File: src/rtl/cpu_run_controller_if.sv
// Host-side load channel of the run controller: one word per accept,
// steered to instruction or data memory by ld_sel.
interface cpu_run_controller_if;
    logic        ld_valid;
    logic        ld_ready;
    logic        ld_sel;
    logic [31:0] ld_addr;
    logic [31:0] ld_data;

    modport master (
        output ld_valid,
        output ld_sel,
        output ld_addr,
        output ld_data,
        input  ld_ready
    );

    modport slave (
        input  ld_valid,
        input  ld_sel,
        input  ld_addr,
        input  ld_data,
        output ld_ready
    );
endinterface

File: src/rtl/cpu_run_controller.sv
// Run supervisor for the single-cycle CPU: loads memories while the CPU is held
// in reset, runs it, and reports why the run stopped (halt, overflow, timeout).
module cpu_run_controller #(
    parameter int unsigned TIMEOUT = 100000
) (
    input  logic                       clk,
    input  logic                       rst,
    input  logic                       start,
    input  logic                       clear,
    input  logic [31:0]                halt_pc,
    cpu_run_controller_if.slave        ld,
    output logic                       im_we,
    output logic                       dm_we,
    output logic [29:0]                mem_addr,
    output logic [31:0]                mem_wdata,
    output logic                       cpu_rst,
    input  logic [31:0]                cpu_pc,
    input  logic                       cpu_overflow,
    output logic                       busy,
    output logic                       done,
    output logic [1:0]                 status,
    output logic                       ovf_at_halt,
    output logic                       load_err,
    output logic [31:0]                cycles
);

    typedef enum logic [1:0] {
        StLoad,
        StRun,
        StDone
    } state_e;

    localparam logic [1:0] StatusNone     = 2'b00;
    localparam logic [1:0] StatusHalted   = 2'b01;
    localparam logic [1:0] StatusOverflow = 2'b10;
    localparam logic [1:0] StatusTimeout  = 2'b11;

    localparam logic [31:0] LastCycle = TIMEOUT - 1;

    state_e      state_q, state_d;
    logic        cpu_rst_q, cpu_rst_d;
    logic        ld_ready_q, ld_ready_d;
    logic        im_we_q, im_we_d;
    logic        dm_we_q, dm_we_d;
    logic [29:0] mem_addr_q, mem_addr_d;
    logic [31:0] mem_wdata_q, mem_wdata_d;
    logic [1:0]  status_q, status_d;
    logic        ovf_at_halt_q, ovf_at_halt_d;
    logic        load_err_q, load_err_d;
    logic [31:0] cycles_q, cycles_d;
    logic        accept;

    assign accept = ld.ld_valid & ld_ready_q;

    always_comb begin
        state_d       = state_q;
        im_we_d       = 1'b0;
        dm_we_d       = 1'b0;
        mem_addr_d    = mem_addr_q;
        mem_wdata_d   = mem_wdata_q;
        status_d      = status_q;
        ovf_at_halt_d = ovf_at_halt_q;
        load_err_d    = load_err_q;
        cycles_d      = cycles_q;

        case (state_q)
            StLoad: begin
                if (accept) begin
                    if (ld.ld_addr[1:0] == 2'b00) begin
                        im_we_d     = ~ld.ld_sel;
                        dm_we_d     = ld.ld_sel;
                        mem_addr_d  = ld.ld_addr[31:2];
                        mem_wdata_d = ld.ld_data;
                    end else begin
                        load_err_d = 1'b1;
                    end
                end
                // A start coinciding with an offered word is dropped, not deferred.
                if (start && !ld.ld_valid) begin
                    state_d       = StRun;
                    cycles_d      = '0;
                    status_d      = StatusNone;
                    ovf_at_halt_d = 1'b0;
                end
            end

            StRun: begin
                if (cpu_pc == halt_pc) begin
                    state_d       = StDone;
                    status_d      = StatusHalted;
                    ovf_at_halt_d = cpu_overflow;
                end else if (cpu_overflow) begin
                    state_d  = StDone;
                    status_d = StatusOverflow;
                    cycles_d = cycles_q + 32'd1;
                end else if (cycles_q == LastCycle) begin
                    state_d  = StDone;
                    status_d = StatusTimeout;
                    cycles_d = cycles_q + 32'd1;
                end else begin
                    cycles_d = cycles_q + 32'd1;
                end
            end

            StDone: begin
                if (clear) begin
                    state_d       = StLoad;
                    status_d      = StatusNone;
                    cycles_d      = '0;
                    ovf_at_halt_d = 1'b0;
                end
            end

            default: begin
                state_d = StLoad;
            end
        endcase

        // Registered copies of decoded next state keep these outputs glitch-free.
        ld_ready_d = (state_d == StLoad);
        cpu_rst_d  = (state_d != StRun);
    end

    always_ff @(posedge clk or negedge rst) begin
        if (!rst) begin
            state_q       <= StLoad;
            cpu_rst_q     <= 1'b1;
            ld_ready_q    <= 1'b0;
            im_we_q       <= 1'b0;
            dm_we_q       <= 1'b0;
            mem_addr_q    <= '0;
            mem_wdata_q   <= '0;
            status_q      <= StatusNone;
            ovf_at_halt_q <= 1'b0;
            load_err_q    <= 1'b0;
            cycles_q      <= '0;
        end else begin
            state_q       <= state_d;
            cpu_rst_q     <= cpu_rst_d;
            ld_ready_q    <= ld_ready_d;
            im_we_q       <= im_we_d;
            dm_we_q       <= dm_we_d;
            mem_addr_q    <= mem_addr_d;
            mem_wdata_q   <= mem_wdata_d;
            status_q      <= status_d;
            ovf_at_halt_q <= ovf_at_halt_d;
            load_err_q    <= load_err_d;
            cycles_q      <= cycles_d;
        end
    end

    assign ld.ld_ready   = ld_ready_q;
    assign im_we         = im_we_q;
    assign dm_we         = dm_we_q;
    assign mem_addr      = mem_addr_q;
    assign mem_wdata     = mem_wdata_q;
    assign cpu_rst       = cpu_rst_q;
    assign status        = status_q;
    assign ovf_at_halt   = ovf_at_halt_q;
    assign load_err      = load_err_q;
    assign cycles        = cycles_q;
    assign busy          = (state_q == StRun);
    assign done          = (state_q == StDone);

endmodule
File: src/flat_wrapper.sv
// flat-port wrapper written by rule: the top's interface ports become plain ports
module cpu_run_controller_flat 
#(
    parameter int unsigned TIMEOUT = 100000
)
  (clk, rst, start, clear, halt_pc, im_we, dm_we, mem_addr, mem_wdata, cpu_rst, cpu_pc, cpu_overflow, busy, done, status, ovf_at_halt, load_err, cycles, ld_ld_valid, ld_ld_sel, ld_ld_addr, ld_ld_data, ld_ld_ready);
  cpu_run_controller_if ld_i ();
  input  logic clk;
  input  logic rst;
  input  logic start;
  input  logic clear;
  input  logic [31:0] halt_pc;
  output logic im_we;
  output logic dm_we;
  output logic [29:0] mem_addr;
  output logic [31:0] mem_wdata;
  output logic cpu_rst;
  input  logic [31:0] cpu_pc;
  input  logic cpu_overflow;
  output logic busy;
  output logic done;
  output logic [1:0] status;
  output logic ovf_at_halt;
  output logic load_err;
  output logic [31:0] cycles;
  input wire logic [$bits(ld_i.ld_valid)-1:0] ld_ld_valid;
  input wire logic [$bits(ld_i.ld_sel)-1:0] ld_ld_sel;
  input wire logic [$bits(ld_i.ld_addr)-1:0] ld_ld_addr;
  input wire logic [$bits(ld_i.ld_data)-1:0] ld_ld_data;
  output wire logic [$bits(ld_i.ld_ready)-1:0] ld_ld_ready;
  assign ld_i.ld_valid = ld_ld_valid;
  assign ld_i.ld_sel = ld_ld_sel;
  assign ld_i.ld_addr = ld_ld_addr;
  assign ld_i.ld_data = ld_ld_data;
  assign ld_ld_ready = ld_i.ld_ready;
  cpu_run_controller #(.TIMEOUT(TIMEOUT)) u_core (.clk(clk), .rst(rst), .start(start), .clear(clear), .halt_pc(halt_pc), .ld(ld_i), .im_we(im_we), .dm_we(dm_we), .mem_addr(mem_addr), .mem_wdata(mem_wdata), .cpu_rst(cpu_rst), .cpu_pc(cpu_pc), .cpu_overflow(cpu_overflow), .busy(busy), .done(done), .status(status), .ovf_at_halt(ovf_at_halt), .load_err(load_err), .cycles(cycles));
endmodule
File: config.mk
export PLATFORM = sky130hd
export DESIGN_NAME = cpu_run_controller_flat
export DESIGN_NICKNAME = d
export VERILOG_FILES = /design/src/rtl/cpu_run_controller_if.sv /design/src/rtl/cpu_run_controller.sv /design/src/flat_wrapper.sv
export SDC_FILE = /design/constraint.sdc
export NUM_CORES = 1
export LEC_CHECK = 0
export ABC_AREA = 1
export CORE_ASPECT_RATIO = 1.1
export CORE_UTILIZATION = 48
export CTS_BUF_LIST = sky130_fd_sc_hd__clkbuf_2
export CTS_CLUSTER_DIAMETER = 30
export DETAILED_ROUTE_END_ITERATION = 8
export GPL_ROUTABILITY_DRIVEN = 0
export PLACE_DENSITY = 0.89
export SYNTH_ARGS = -nofsm -noshare
export SYNTH_HDL_FRONTEND = slang
export SYNTH_SLANG_ARGS = --single-unit
File: constraint.sdc
create_clock -name clk -period 4.7 [get_ports clk]
set_clock_uncertainty 0.1 [all_clocks]
set_input_delay 0.94 -clock clk [delete_from_list [all_inputs] [get_ports clk]]
set_output_delay 0.94 -clock clk [all_outputs]
set_load 0.05 [all_outputs]
# --- Word-level counts from Yosys, hierarchy flattened ---
# Cells that the tools add are included.
word_totals:
  reg_bits: 104
  input_bits: 135
  output_inout_bits: 104
classes:
  n_addsub: 1
  n_reduce_logical: 11
  eq_ne: 10
  n_mux: 26
  n_bitwise: 3
ops:
  columns: ["cell", "count"]
  rows:
  - ["32-bit two-way mux", 3]
  - ["32-bit one-hot mux with 3 select lines", 1]
  - ["32-bit by 1-bit adder with 32-bit output (second input constant)", 1]
  - ["32-bit by 17-bit equality test with 1-bit output (second input constant)", 1]
  - ["32-bit equality test", 1]
  - ["2-bit two-way mux", 10]
  - ["2-bit one-hot mux with 3 select lines", 2]
  - ["4-bit AND reduction", 3]
  - ["1-bit two-way mux", 9]
  - ["2-bit zero test", 3]
  - ["2-bit by 1-bit != test with 1-bit output (second input constant)", 3]
  - ["3-bit AND reduction", 2]
  - ["2-bit != test (second input constant)", 2]
  - ["4-bit by 2-bit != test with 1-bit output (second input constant)", 1]
  - ["1-bit one-hot mux with 3 select lines", 1]
  - ["3-bit nonzero test", 1]
  - ["2-bit by 1-bit equality test with 1-bit output (second input constant)", 1]
  - ["2-bit equality test (second input constant)", 1]
  - ["1-bit inverter", 2]
  - ["1-bit bitwise AND", 1]
  - ["1-bit logical AND", 1]
  - ["1-bit zero test", 1]

# --- Depth between registers and ports, before layout ---
# Gate-level depths: netlist of the first run.
logic_depth:
  ltp_word: 6
  mapped_depth: 14
  ltp_nobuf: 13

# --- Least setup slack after synthesis of the first run ---
# No wires, ideal clock.
synth_path:
  path_type: "input to register"
  from: "input halt_pc[25]"
  to: "register u_core.cycles_q[18], in the netlist u_core.cycles[18]"
  path_slack_ps: 2495
  path_stages: 12
  arrival_ps: 1985
  path_buffers: 2
  setup_time_ps: 120
  path_cell_list: "xnor2_1 nand2_1 nor2_1 nand2_1 nor2_1 nand2_2 inv_2 nand2_2 buf_6 buf_6 nand3_1 nand2_1"
synth_via:
  elab_chain_len: 3
synth_lines:
  columns: ["item", "line", "rtl"]
  rows:
  - ["from (decl)", "flat_wrapper.sv:12", "input logic [31:0] halt_pc;"]
  - ["32-bit equality test", "cpu_run_controller.sv:88", "if (cpu_pc == halt_pc) begin"]
  - ["2-bit != test (no source line)", null, null]
  - ["4-bit AND reduction (no source line)", null, null]
  - ["to (signal assigned)", "cpu_run_controller.sv:148", "cycles_q <= cycles_d;"]
  - ["to (decl)", "cpu_run_controller.sv:50", "logic [31:0] cycles_q, cycles_d;"]
# Every way passes these cells.
# A chain may end at the register's enable or synchronous reset.

# --- Worst setup path after layout of the first run ---
layout_path:
  from: "register u_core.state_q[0]"
  to: "output busy"
layout_via:
  elab_chain_len: 1
layout_lines:
  columns: ["item", "line", "rtl"]
  rows:
  - ["from (decl)", "cpu_run_controller.sv:40", "state_e state_q, state_d;"]
  - ["from (signal assigned)", "cpu_run_controller.sv:126", "state_q <= StLoad;"]
  - ["from (signal assigned)", "cpu_run_controller.sv:138", "state_q <= state_d;"]
  - ["2-bit by 1-bit equality test with 1-bit output", "cpu_run_controller.sv:162", "assign busy = (state_q == StRun);"]
  - ["to (decl)", "flat_wrapper.sv:20", "output logic busy;"]
# Every way passes these cells.

==> reports/qor.csv, run 1 <==
stage;metric;value;unit
power;Leakage;3.64;nW
setup_path;r2r startpoint;u_core.cycles[0];
timing;Tmin final;3.19;ns
global_route;GRT overflow;0;
clock_tree;clk root buf;clkbuf_2;
setup_path;Setup crit end kind;output port;
finish;most frequent cells in the layout;237 x clkdlybuf4s50_1, 213 x nand2_1, 103 x dfrtp_1;
finish;area grow syn2layout;46.4;%
clock_tree;Clk pin slew, worst setup/hold paths;0.27;ns
finish;layout cells sized above 1;0.116;
power;VDD IR-drop max;0.408;mV
setup_path;CP Launch Type;flop;
setup_path;r2r setup slk;2.52;ns
clock_tree;total clock sinks;104;
logic_synthesis;Yosys reg bits;104;
finish;Antenna Cells;0;
clock_tree;TritonCTS clock tree;built;
clock_tree;# H-tree levels;3;
logic_synthesis;Synth Cell Area;5660;sq um
power;Clock Power Share;0.114;
setup_path;Max FO, Critical Path;9;
setup_path;critical path required time;3.66;ns
timing;final period utilization;0.679;
die;num rows;41;
die;Core Footprint;11500;sq um
power;switching pwr;2.09;mW
setup_path;Buf/Inv on CP;2;
logic_synthesis;EDFF count, synth;0;
power;internal power;2.23;mW
detailed_routing;DR iter-0 viols;327;
logic_synthesis;syn avg cell area;8.43;sq um
timing;Worst slew margin;0.342;
detailed_routing;wire per inst;14.8;um
min_path;Hold WC Path Type;input port to asynchronous set/reset pin;
timing;setup_tns;0;ns
clock_tree;hold_buf cts;0;
detailed_routing;first drt pass iteration count;5;
power;pwr dens;521;nW/um^2
global_route;global-route wire length before repair;24.4;mm
placed_design;DP Wirelength;12.3;mm
logic_synthesis;syn nets;808;
finish;nets;1042;
timing;Fin. Hold Viols;0;
setup_path;Worst EP arrival;2.15;ns
status;status;finished clean;
logic_synthesis;ys async rst share;1.00;
die;die area;12200;sq um
detailed_routing;DRC Markers;0;
setup_path;Crit Path Class;flop to output port;
setup_path;CP max stage delay;0.86;ns
global_route;largest net degree at the start of global routing;78;
clock_tree;Num CTS Buffers;9;
clock_tree;Clock Latency Late Sink;0.57;ns
global_route;global-route total usage across every layer;0.259;
die;Die Width;106;um
clock_tree;setup bufs post-CTS;0;
global_route;antenna violations before repair;0;
placed_design;Area after DPL;8150;sq um
timing;Slew @ Worst Pin;0.986;ns
power;Sw Ratio;0.484;
flow_run;max_cap viols;0;
die;die span in y;116;um
die;Ports;239;
setup_path;CP Cell Sequence;inv_1 > nor2_4 > clkdlybuf4s50_1;
setup_path;Worst Setup SP;u_core.state_q[0];
clock_tree;post-cts gate resize count;0;
timing;endpoints failing setup;0;
placed_design;Port Buffers;238;
setup_path;Critical-path top delay cell;clkdlybuf4s50_1;
finish;most common cell after layout, fill and taps aside;clkdlybuf4s50_1;
logic_synthesis;Seq/Total Area, Yosys;0.460;
timing;fin. max-slew vios;0;
logic_synthesis;Synth Flop Type;dfrtp_1;
detailed_routing;final wirelength;15.7;mm
detailed_routing;Via density;5.02;
logic_synthesis;Yosys warning count;0;
logic_synthesis;Distinct cells, synth;34;
die;Starting Density;0.493;
setup_path;CP top delay family;buffers and inverters;
logic_synthesis;Mapped Cells;672;
power;sequential power share;0.318;
timing;fmax;313;MHz
timing;RSZ-0062 raised after global routing;false;
power;Comb pwr share;0.569;
finish;post-route cell area;8290;sq um
detailed_routing;via count;5323;
detailed_routing;Final ANT Viol Nets;0;
global_route;number of global-route vias before repair;5027;
clock_tree;clk buf depth;2;
[synthesized netlist by cell type (2+ instances only)]
| master | count | share of area |
|---|---|---|
| nor2_1 | 75 | 0.050 |
| o21ai_0 | 4 | 0.0035 |
| nor2_2 | 2 | 0.0022 |
| xor2_1 | 7 | 0.011 |
| nor3_1 | 16 | 0.014 |
| inv_1 | 64 | 0.042 |
| nor2_4 | 2 | 0.0040 |
| nor3_2 | 3 | 0.0053 |
| inv_2 | 3 | 0.0020 |
| nand2_1 | 213 | 0.14 |
| nand4_1 | 14 | 0.015 |
| nand3_1 | 37 | 0.033 |
| mux2_2 | 62 | 0.12 |
| a21oi_1 | 2 | 0.0018 |
| clkbuf_1 | 3 | 0.0020 |
| xnor2_1 | 23 | 0.036 |
| nor3b_1 | 2 | 0.0027 |
| nand3_2 | 8 | 0.014 |
| buf_6 | 3 | 0.0060 |
| nand2_2 | 3 | 0.0033 |
| dfrtp_1 | 103 | 0.46 |
| buf_4 | 4 | 0.0053 |
| buf_2 | 8 | 0.0071 |
[worst reg2reg max path, cell delays in order, from the launching register on]
cell and delay (ns):
dfrtp_1 0.51, ha_1 0.20, nand2_1 0.08, nor2_1 0.34, inv_1 0.11, nor2_1 0.12
nand2_1 0.07, nor2_1 0.17, nor2_1 0.08, nand3_1 0.14, nand2_1 0.10, nand2_1 0.09
nand2_1 0.05
[metal layers]
metal	part of all wire	GRT usage	vias up
met1	0.39	0.302	2459
met5	0	0	-
li1	-	-	2601
met2	0.52	0.462	225
met3	0.061	0.0534	38
met4	0.031	0.117	0
[power groups by stage]
stage	clock [mW]	sequential [mW]	combinational, mW
global placement	0	1.35	2.43
floorplan	0	2.38	0.570
finish	0.490	1.37	2.46
global route	0.538	1.40	2.56
CTS	0.506	1.37	2.47
detailed placement	0	1.39	2.47
[final timing paths]
kind,end,cells past startpoint
max,busy,3
min,u_core.cycles[7],1
max reg2reg,u_core.status[0],12
min reg2reg,u_core.ovf_at_halt,2
max in group asynchronous,u_core.cycles[19],2
min in group clk,u_core.ovf_at_halt,2
[stage by stage]
step	setup slack, ns	power [mW]	util	std cells	hold WS [ns]
after global routing	1.35	4.51	0.722	1061	0.375
final	1.51	4.32	0.722	1061	0.357
after CTS	1.43	4.35	0.722	1061	0.363
after detailed placement	1.09	3.85	0.709	1045	0.363
after floorplan	2.50	2.95	-	672	0.494
after global placement	1.20	3.79	0.709	1045	0.356
[flip-flops by register name, summed over array words and instances, names as in the netlist]
register	cells
u_core.ld.ld_ready	1
u_core.mem_wdata	32
u_core.cycles	32
u_core.state_q	2
u_core.cpu_rst	1
u_core.im_we	1
u_core.load_err	1
u_core.status	2
u_core.dm_we	1
u_core.mem_addr	30
u_core.ovf_at_halt	1
[area by class of cell]
type                    instances  area, sq um
clock buffers                   9         45.0
inverters                      68          255
multi-input cells             482         2700
flip-flops and latches        104         2600
fillers                       893         3200
well taps                     150          188
clock inverters                 7          100
repair buffers                241         2400
[cells by family after synthesis]
logic type / count (synthesis) / share of synthesized area
compound gates: 10 / 0.0108
xor+xnor: 30 / 0.0464
fa+ha+maj: 1 / 0.00221
buf+inv: 86 / 0.0654
flops: 104 / 0.460
mux: 62 / 0.123
simple gates: 379 / 0.292
(Power assumes the default switching activity.)
==> inputs of run 2 (changes only) <==
Settings changed: CORE_UTILIZATION 48 to 40, PLACE_DENSITY 0.89 to 0.79.
Clock period 4.7 ns to 2.8 ns, I/O delays scaled along.
==> reports/qor.csv, run 2 (synthesis gave the netlist of run 1 again) <==
stage;metric;value;unit;change
status;status;finished clean;;
detailed_routing;Via density;4.81;;-4.0%
placed_design;Port Buffers;238;;unchanged
setup_path;CP max stage delay;0.86;ns;about the same
setup_path;CP Cell Sequence;clkdlybuf4s50_1;;
detailed_routing;Highest Signal Layer;met4;;
power;pwr dens;850;nW/um^2;+63%
timing;Slew @ Worst Pin;0.992;ns;+0.00527 ns
clock_tree;setup bufs post-CTS;0;;unchanged
finish;nets;1049;;+0.67%
die;Ports;239;;unchanged
setup_path;Buf/Inv on CP;1;;-1
timing;fin. max-slew vios;0;;unchanged
setup_path;Worst path depth;1;;-2
finish;area grow syn2layout;48.3;%;
power;Comb pwr share;0.585;;+0.016
die;Die Width;115;um;+9.4%
die;Starting Density;0.411;;-0.0823
power;VDD IR-drop max;0.550;mV;+35%
power;Clock Power Share;0.097;;-0.017
global_route;GRT overflow;0;;unchanged
detailed_routing;DR iter-0 viols;248;;-24%
setup_path;Worst Setup SP;u_core.cycles[14];;
die;Core Footprint;13800;sq um;+20%
finish;fill cell count;1240;;+39%
detailed_routing;via count;5330;;+0.13%
setup_path;Critical-path top delay cell;clkdlybuf4s50_1;;
global_route;largest net degree at the start of global routing;56;;-28%
timing;fmax;371;MHz;
detailed_routing;wire per inst;14.3;um;-3.8%
clock_tree;# H-tree levels;3;;unchanged
power;overall power;7.13;mW;+65%
clock_tree;Num CTS Buffers;9;;unchanged
clock_tree;Clock Latency Late Sink;0.61;ns;+0.04 ns
setup_path;R2R depth;13;;+1
detailed_routing;wl on met1;6.12;mm;-0.46%
detailed_routing;final wirelength;15.8;mm;+0.42%
die;die area;14600;sq um;+20%
setup_path;CP Launch Type;flop;;
global_route;global-route total usage across every layer;0.224;;-0.0349
power;Sw Ratio;0.493;;+0.00927
clock_tree;clk root buf;clkbuf_2;;
timing;Tmin final;2.70;ns;
global_route;antenna violations before repair;1;;+1
setup_path;Setup crit end kind;output port;;
clock_tree;total clock sinks;104;;unchanged
flow_run;max_cap viols;0;;unchanged
setup_path;critical path required time;2.14;ns;-1.52 ns
setup_path;Worst EP arrival;2.04;ns;-0.11 ns
timing;RSZ-0062 raised after global routing;false;;
power;internal power;3.62;mW;+62%
die;die span in y;127;um;+9.4%
setup_path;r2r startpoint;u_core.cycles[1];;
die;num rows;45;;+9.8%
global_route;number of global-route vias before repair;5036;;+0.18%
clock_tree;clk buf depth;2;;unchanged
power;Leakage;3.69;nW;+1.6%
power;sequential power share;0.318;;about the same
detailed_routing;met2 routed WL;8.20;mm;+0.71%
detailed_routing;Final ANT Viol Nets;0;;unchanged
finish;most common cell after layout, fill and taps aside;clkdlybuf4s50_1;;
global_route;global-route wire length before repair;25.0;mm;+2.3%
timing;endpoints failing setup;0;;unchanged
finish;most frequent cells in the layout;234 x clkdlybuf4s50_1, 213 x nand2_1, 103 x dfrtp_1;;
clock_tree;Clk pin slew, worst setup/hold paths;0.31;ns;+0.04 ns
finish;layout cells sized above 1;0.123;;+0.00674
detailed_routing;first drt pass iteration count;5;;unchanged
timing;Fin. Hold Viols;0;;unchanged
setup_path;Crit Path Class;flop to output port;;
detailed_routing;metal3 WL;1.05;mm;+9.1%
detailed_routing;DRC Markers;0;;unchanged
clock_tree;TritonCTS clock tree;built;;
power;switching pwr;3.52;mW;+68%
setup_path;Max FO, Critical Path;5;;-4
placed_design;DP Wirelength;12.4;mm;+0.39%
timing;setup_tns;0;ns;unchanged
timing;Worst slew margin;0.338;;-0.00424
setup_path;CP top delay family;buffers and inverters;;
setup_path;R2R Path End;u_core.status[0];;
setup_path;r2r setup slk;0.81;ns;-1.71 ns
min_path;Hold WC Path Type;input port to asynchronous set/reset pin;;
timing;final period utilization;0.963;;
==> run 2: cell types whose count changed in the layout (fill, tap and decap cells not counted), sizes merged <==
cell	change
diode	+1
dlygate4sd2	+2
bufinv	-2
clkinv	+1
buf	+6
dlymetal6s2s	+1
inv	+1
dlygate4sd3	+1
clkdlybuf4s50	-3
==> run 2: power groups by stage <==
stage	registers (mW)	clock network, mW	logic, mW
2_1_floorplan	3.99	0	0.956
3_5_place_dp	2.31	0	4.20
5_1_grt	2.33	0.778	4.36
3_3_place_gp	2.27	0	4.16
6_report	2.27	0.691	4.17
4_1_cts	2.28	0.727	4.20
==> run 2: worst max-delay path by stage <==
stage	to	slack (ns)
finish	cycles[14]	0.10
global route	cycles[24]	0.03
CTS	cycles[16]	0.0002
detailed placement	u_core.cycles[31]	0.29
global placement	u_core.cycles[21]	0.33
floorplan	u_core.cycles[7]	0.71
==> run 2: final cells by class <==
class	count	area, sq um	area share
Antenna cell	1	2.50	0.000298
Clock buffer	9	45.0	0.00537
Clock inverter	7	61.3	0.00730
Inverter	68	255	0.0304
Multi-Input combinational cell	482	2700	0.321
Sequential cell	104	2600	0.310
Tap cell	188	235	0.0280
Timing Repair Buffer	248	2490	0.297
==> run 2: what timing repair did <==
action,CTS,global route
gates cloned,0,0
hold endpoints to repair,46,0
gates resized for setup,2,1
hold buffers,1,0
setup endpoints to repair,2,1
==> run 2: per-stage QoR <==
step	worst slack (ns)	std cells	hold WS, ns	cell area [sq um]	util
final	0.103	1107	0.363	8400	0.609
after global routing	0.0258	1107	0.305	8400	0.609
after CTS	0.000199	1106	0.283	8390	0.608
after detailed placement	0.285	1089	0.369	8280	0.600
after global placement	0.328	1089	0.363	8280	0.600
after floorplan	0.713	672	0.164	5660	-
==> run 2: metal layers <==
metal	track usage	up-vias
li1	-	2628
met1	0.256	2500
met2	0.392	174
met3	0.0530	28
met4	0.103	0
met5	0	-
==> inputs of run 3 (changes only) <==
Settings changed: CORE_MARGIN set to 2.
==> reports/qor.csv, run 3 (synthesis gave the netlist of run 1 again) <==
stage;metric;value;unit;change
die;num rows;45;;unchanged
clock_tree;TritonCTS clock tree;built;;
timing;setup_tns;0;ns;unchanged
setup_path;Setup crit end kind;output port;;
timing;Slew @ Worst Pin;1.04;ns;+0.0517 ns
power;Sw Ratio;0.490;;-0.00342
timing;fin. max-slew vios;0;;unchanged
placed_design;Port Buffers;238;;unchanged
detailed_routing;DR iter-0 viols;373;;+50%
detailed_routing;first drt pass iteration count;5;;unchanged
global_route;global-route total usage across every layer;0.214;;-0.0104
setup_path;R2R depth;13;;unchanged
clock_tree;Clock Latency Late Sink;0.61;ns;about the same
power;sequential power share;0.312;;-0.006
timing;endpoints failing setup;0;;unchanged
global_route;global-route wire length before repair;25.9;mm;+3.7%
timing;final period utilization;0.964;;+0.00108
timing;setup ws final;0.0999;ns;-0.00302 ns
clock_tree;clk root buf;clkbuf_2;;
placed_design;worst slack, placed;0.254;ns;-0.0316 ns
setup_path;r2r startpoint;u_core.cycles[1];;
power;switching pwr;3.55;mW;+0.99%
setup_path;Crit Path Class;flop to output port;;
power;Comb pwr share;0.576;;-0.009
setup_path;r2r setup slk;0.78;ns;-0.03 ns
power;VDD IR-drop max;0.438;mV;-20%
detailed_routing;final wirelength;16.2;mm;+2.4%
power;Clock Power Share;0.112;;+0.015
setup_path;Worst EP arrival;2.04;ns;about the same
die;Ports;239;;unchanged
die;Starting Density;0.411;;unchanged
clock_tree;total clock sinks;104;;unchanged
die;die area;15100;sq um;+3.3%
detailed_routing;Final ANT Viol Nets;0;;unchanged
detailed_routing;DRC Markers;0;;unchanged
clock_tree;Num CTS Buffers;9;;unchanged
global_route;number of global-route vias before repair;5127;;+1.8%
setup_path;Critical-path top delay cell;clkdlybuf4s50_1;;
timing;Fin. Hold Viols;0;;unchanged
die;die span in y;129;um;+1.6%
timing;RSZ-0062 raised after global routing;false;;
timing;Tmin final;2.70;ns;+0.00302 ns
clock_tree;clk buf depth;2;;unchanged
timing;fmax;370;MHz;-0.11%
setup_path;Worst path depth;1;;unchanged
flow_run;max_cap viols;0;;unchanged
detailed_routing;Via density;4.79;;-0.55%
setup_path;critical path required time;2.14;ns;about the same
setup_path;R2R Path End;u_core.status[0];;
setup_path;CP max stage delay;0.86;ns;about the same
clock_tree;setup bufs post-CTS;0;;unchanged
finish;area grow syn2layout;48.5;%;
timing;final hold slack;0.307;ns;-0.0562 ns
setup_path;Worst Setup SP;u_core.cycles[16];;
setup_path;CP Launch Type;flop;;
die;Core Footprint;13800;sq um;unchanged
timing;Worst slew margin;0.304;;-0.0345
finish;post-layout util;0.610;;+0.000998
setup_path;CP Cell Sequence;clkdlybuf4s50_1;;
global_route;largest net degree at the start of global routing;65;;+16%
clock_tree;Clk pin slew, worst setup/hold paths;0.34;ns;+0.03 ns
finish;fill cell count;1194;;-3.7%
detailed_routing;wire per inst;14.6;um;+2.5%
detailed_routing;via count;5296;;-0.64%
finish;most common cell after layout, fill and taps aside;clkdlybuf4s50_1;;
die;Die Width;117;um;+1.7%
min_path;Hold WC Path Type;input port to asynchronous set/reset pin;;
global_route;GRT overflow;0;;unchanged
finish;nets;1048;;-0.095%
setup_path;Max FO, Critical Path;5;;unchanged
power;Leakage;3.70;nW;+0.20%
finish;layout cells sized above 1;0.122;;-0.000956
placed_design;DP Wirelength;12.7;mm;+2.5%
finish;most frequent cells in the layout;234 x clkdlybuf4s50_1, 213 x nand2_1, 103 x dfrtp_1;;
setup_path;CP top delay family;buffers and inverters;;
clock_tree;# H-tree levels;3;;unchanged
power;internal power;3.70;mW;+2.4%
status;status;finished clean;;
setup_path;Buf/Inv on CP;1;;unchanged
power;pwr dens;863;nW/um^2;+1.5%
global_route;antenna violations before repair;1;;unchanged
[run 3: cell count changes in the layout (fill, tap and decap cells not counted), sizes merged]
| cell | previous run | this run |
|---|---|---|
| bufinv | 0 | 1 |
| clkinvlp | 1 | 0 |
| buf | 10 | 9 |
[run 3: cell type report]
| type | count | area (sq um) | share of cell area |
|---|---|---|---|
| timing repair buffer | 247 | 2470 | 0.294 |
| multi-input combinational | 482 | 2700 | 0.321 |
| sequential | 104 | 2600 | 0.310 |
| tap | 188 | 235 | 0.0280 |
| inverter | 68 | 255 | 0.0304 |
| clock inverter | 7 | 95.1 | 0.0113 |
| clock buffer | 9 | 45.0 | 0.00536 |
| antenna | 1 | 2.50 | 0.000298 |
[run 3: metrics by stage]
step                std cells  power (mW)  area [sq um]
floorplan                 672        4.95          5660
global placement         1088        6.43          8260
detailed placement       1088        6.52          8260
CTS                      1105        7.31          8400
global route             1106        7.58          8410
finish                   1106        7.26          8410
[run 3: what timing repair did]
| item | CTS | global route |
|---|---|---|
| cloned | 0 | 0 |
| hold buffers | 1 | 0 |
| setup endpoints to repair | 2 | 1 |
| gates resized for setup | 2 | 1 |
| hold endpoints to repair | 39 | 0 |
[run 3: power groups by stage]
| stage | combinational [mW] | clock (mW) | sequential, mW |
|---|---|---|---|
| 2_1_floorplan | 0.956 | 0 | 3.99 |
| 3_3_place_gp | 4.16 | 0 | 2.27 |
| 3_5_place_dp | 4.22 | 0 | 2.30 |
| 4_1_cts | 4.21 | 0.829 | 2.27 |
| 5_1_grt | 4.35 | 0.892 | 2.33 |
| 6_report | 4.18 | 0.810 | 2.27 |
[run 3: worst max-delay path by stage]
| stage | slack (ns) | to |
|---|---|---|
| floorplan | 0.71 | u_core.cycles[7] |
| global placement | 0.30 | u_core.cycles[21] |
| detailed placement | 0.25 | u_core.cycles[27] |
| CTS | 0.04 | cycles[16] |
| global route | 0.02 | cycles[16] |
| finish | 0.1 | cycles[16] |
[run 3: routing by layer]
layer | vias up | track usage | part of all wire
li1 | 2631 | - | -
met1 | 2469 | 0.254 | 0.39
met2 | 186 | 0.391 | 0.53
met3 | 10 | 0.0483 | 0.068
met4 | 0 | 0.0602 | 0.0096
met5 | - | 0 | 0
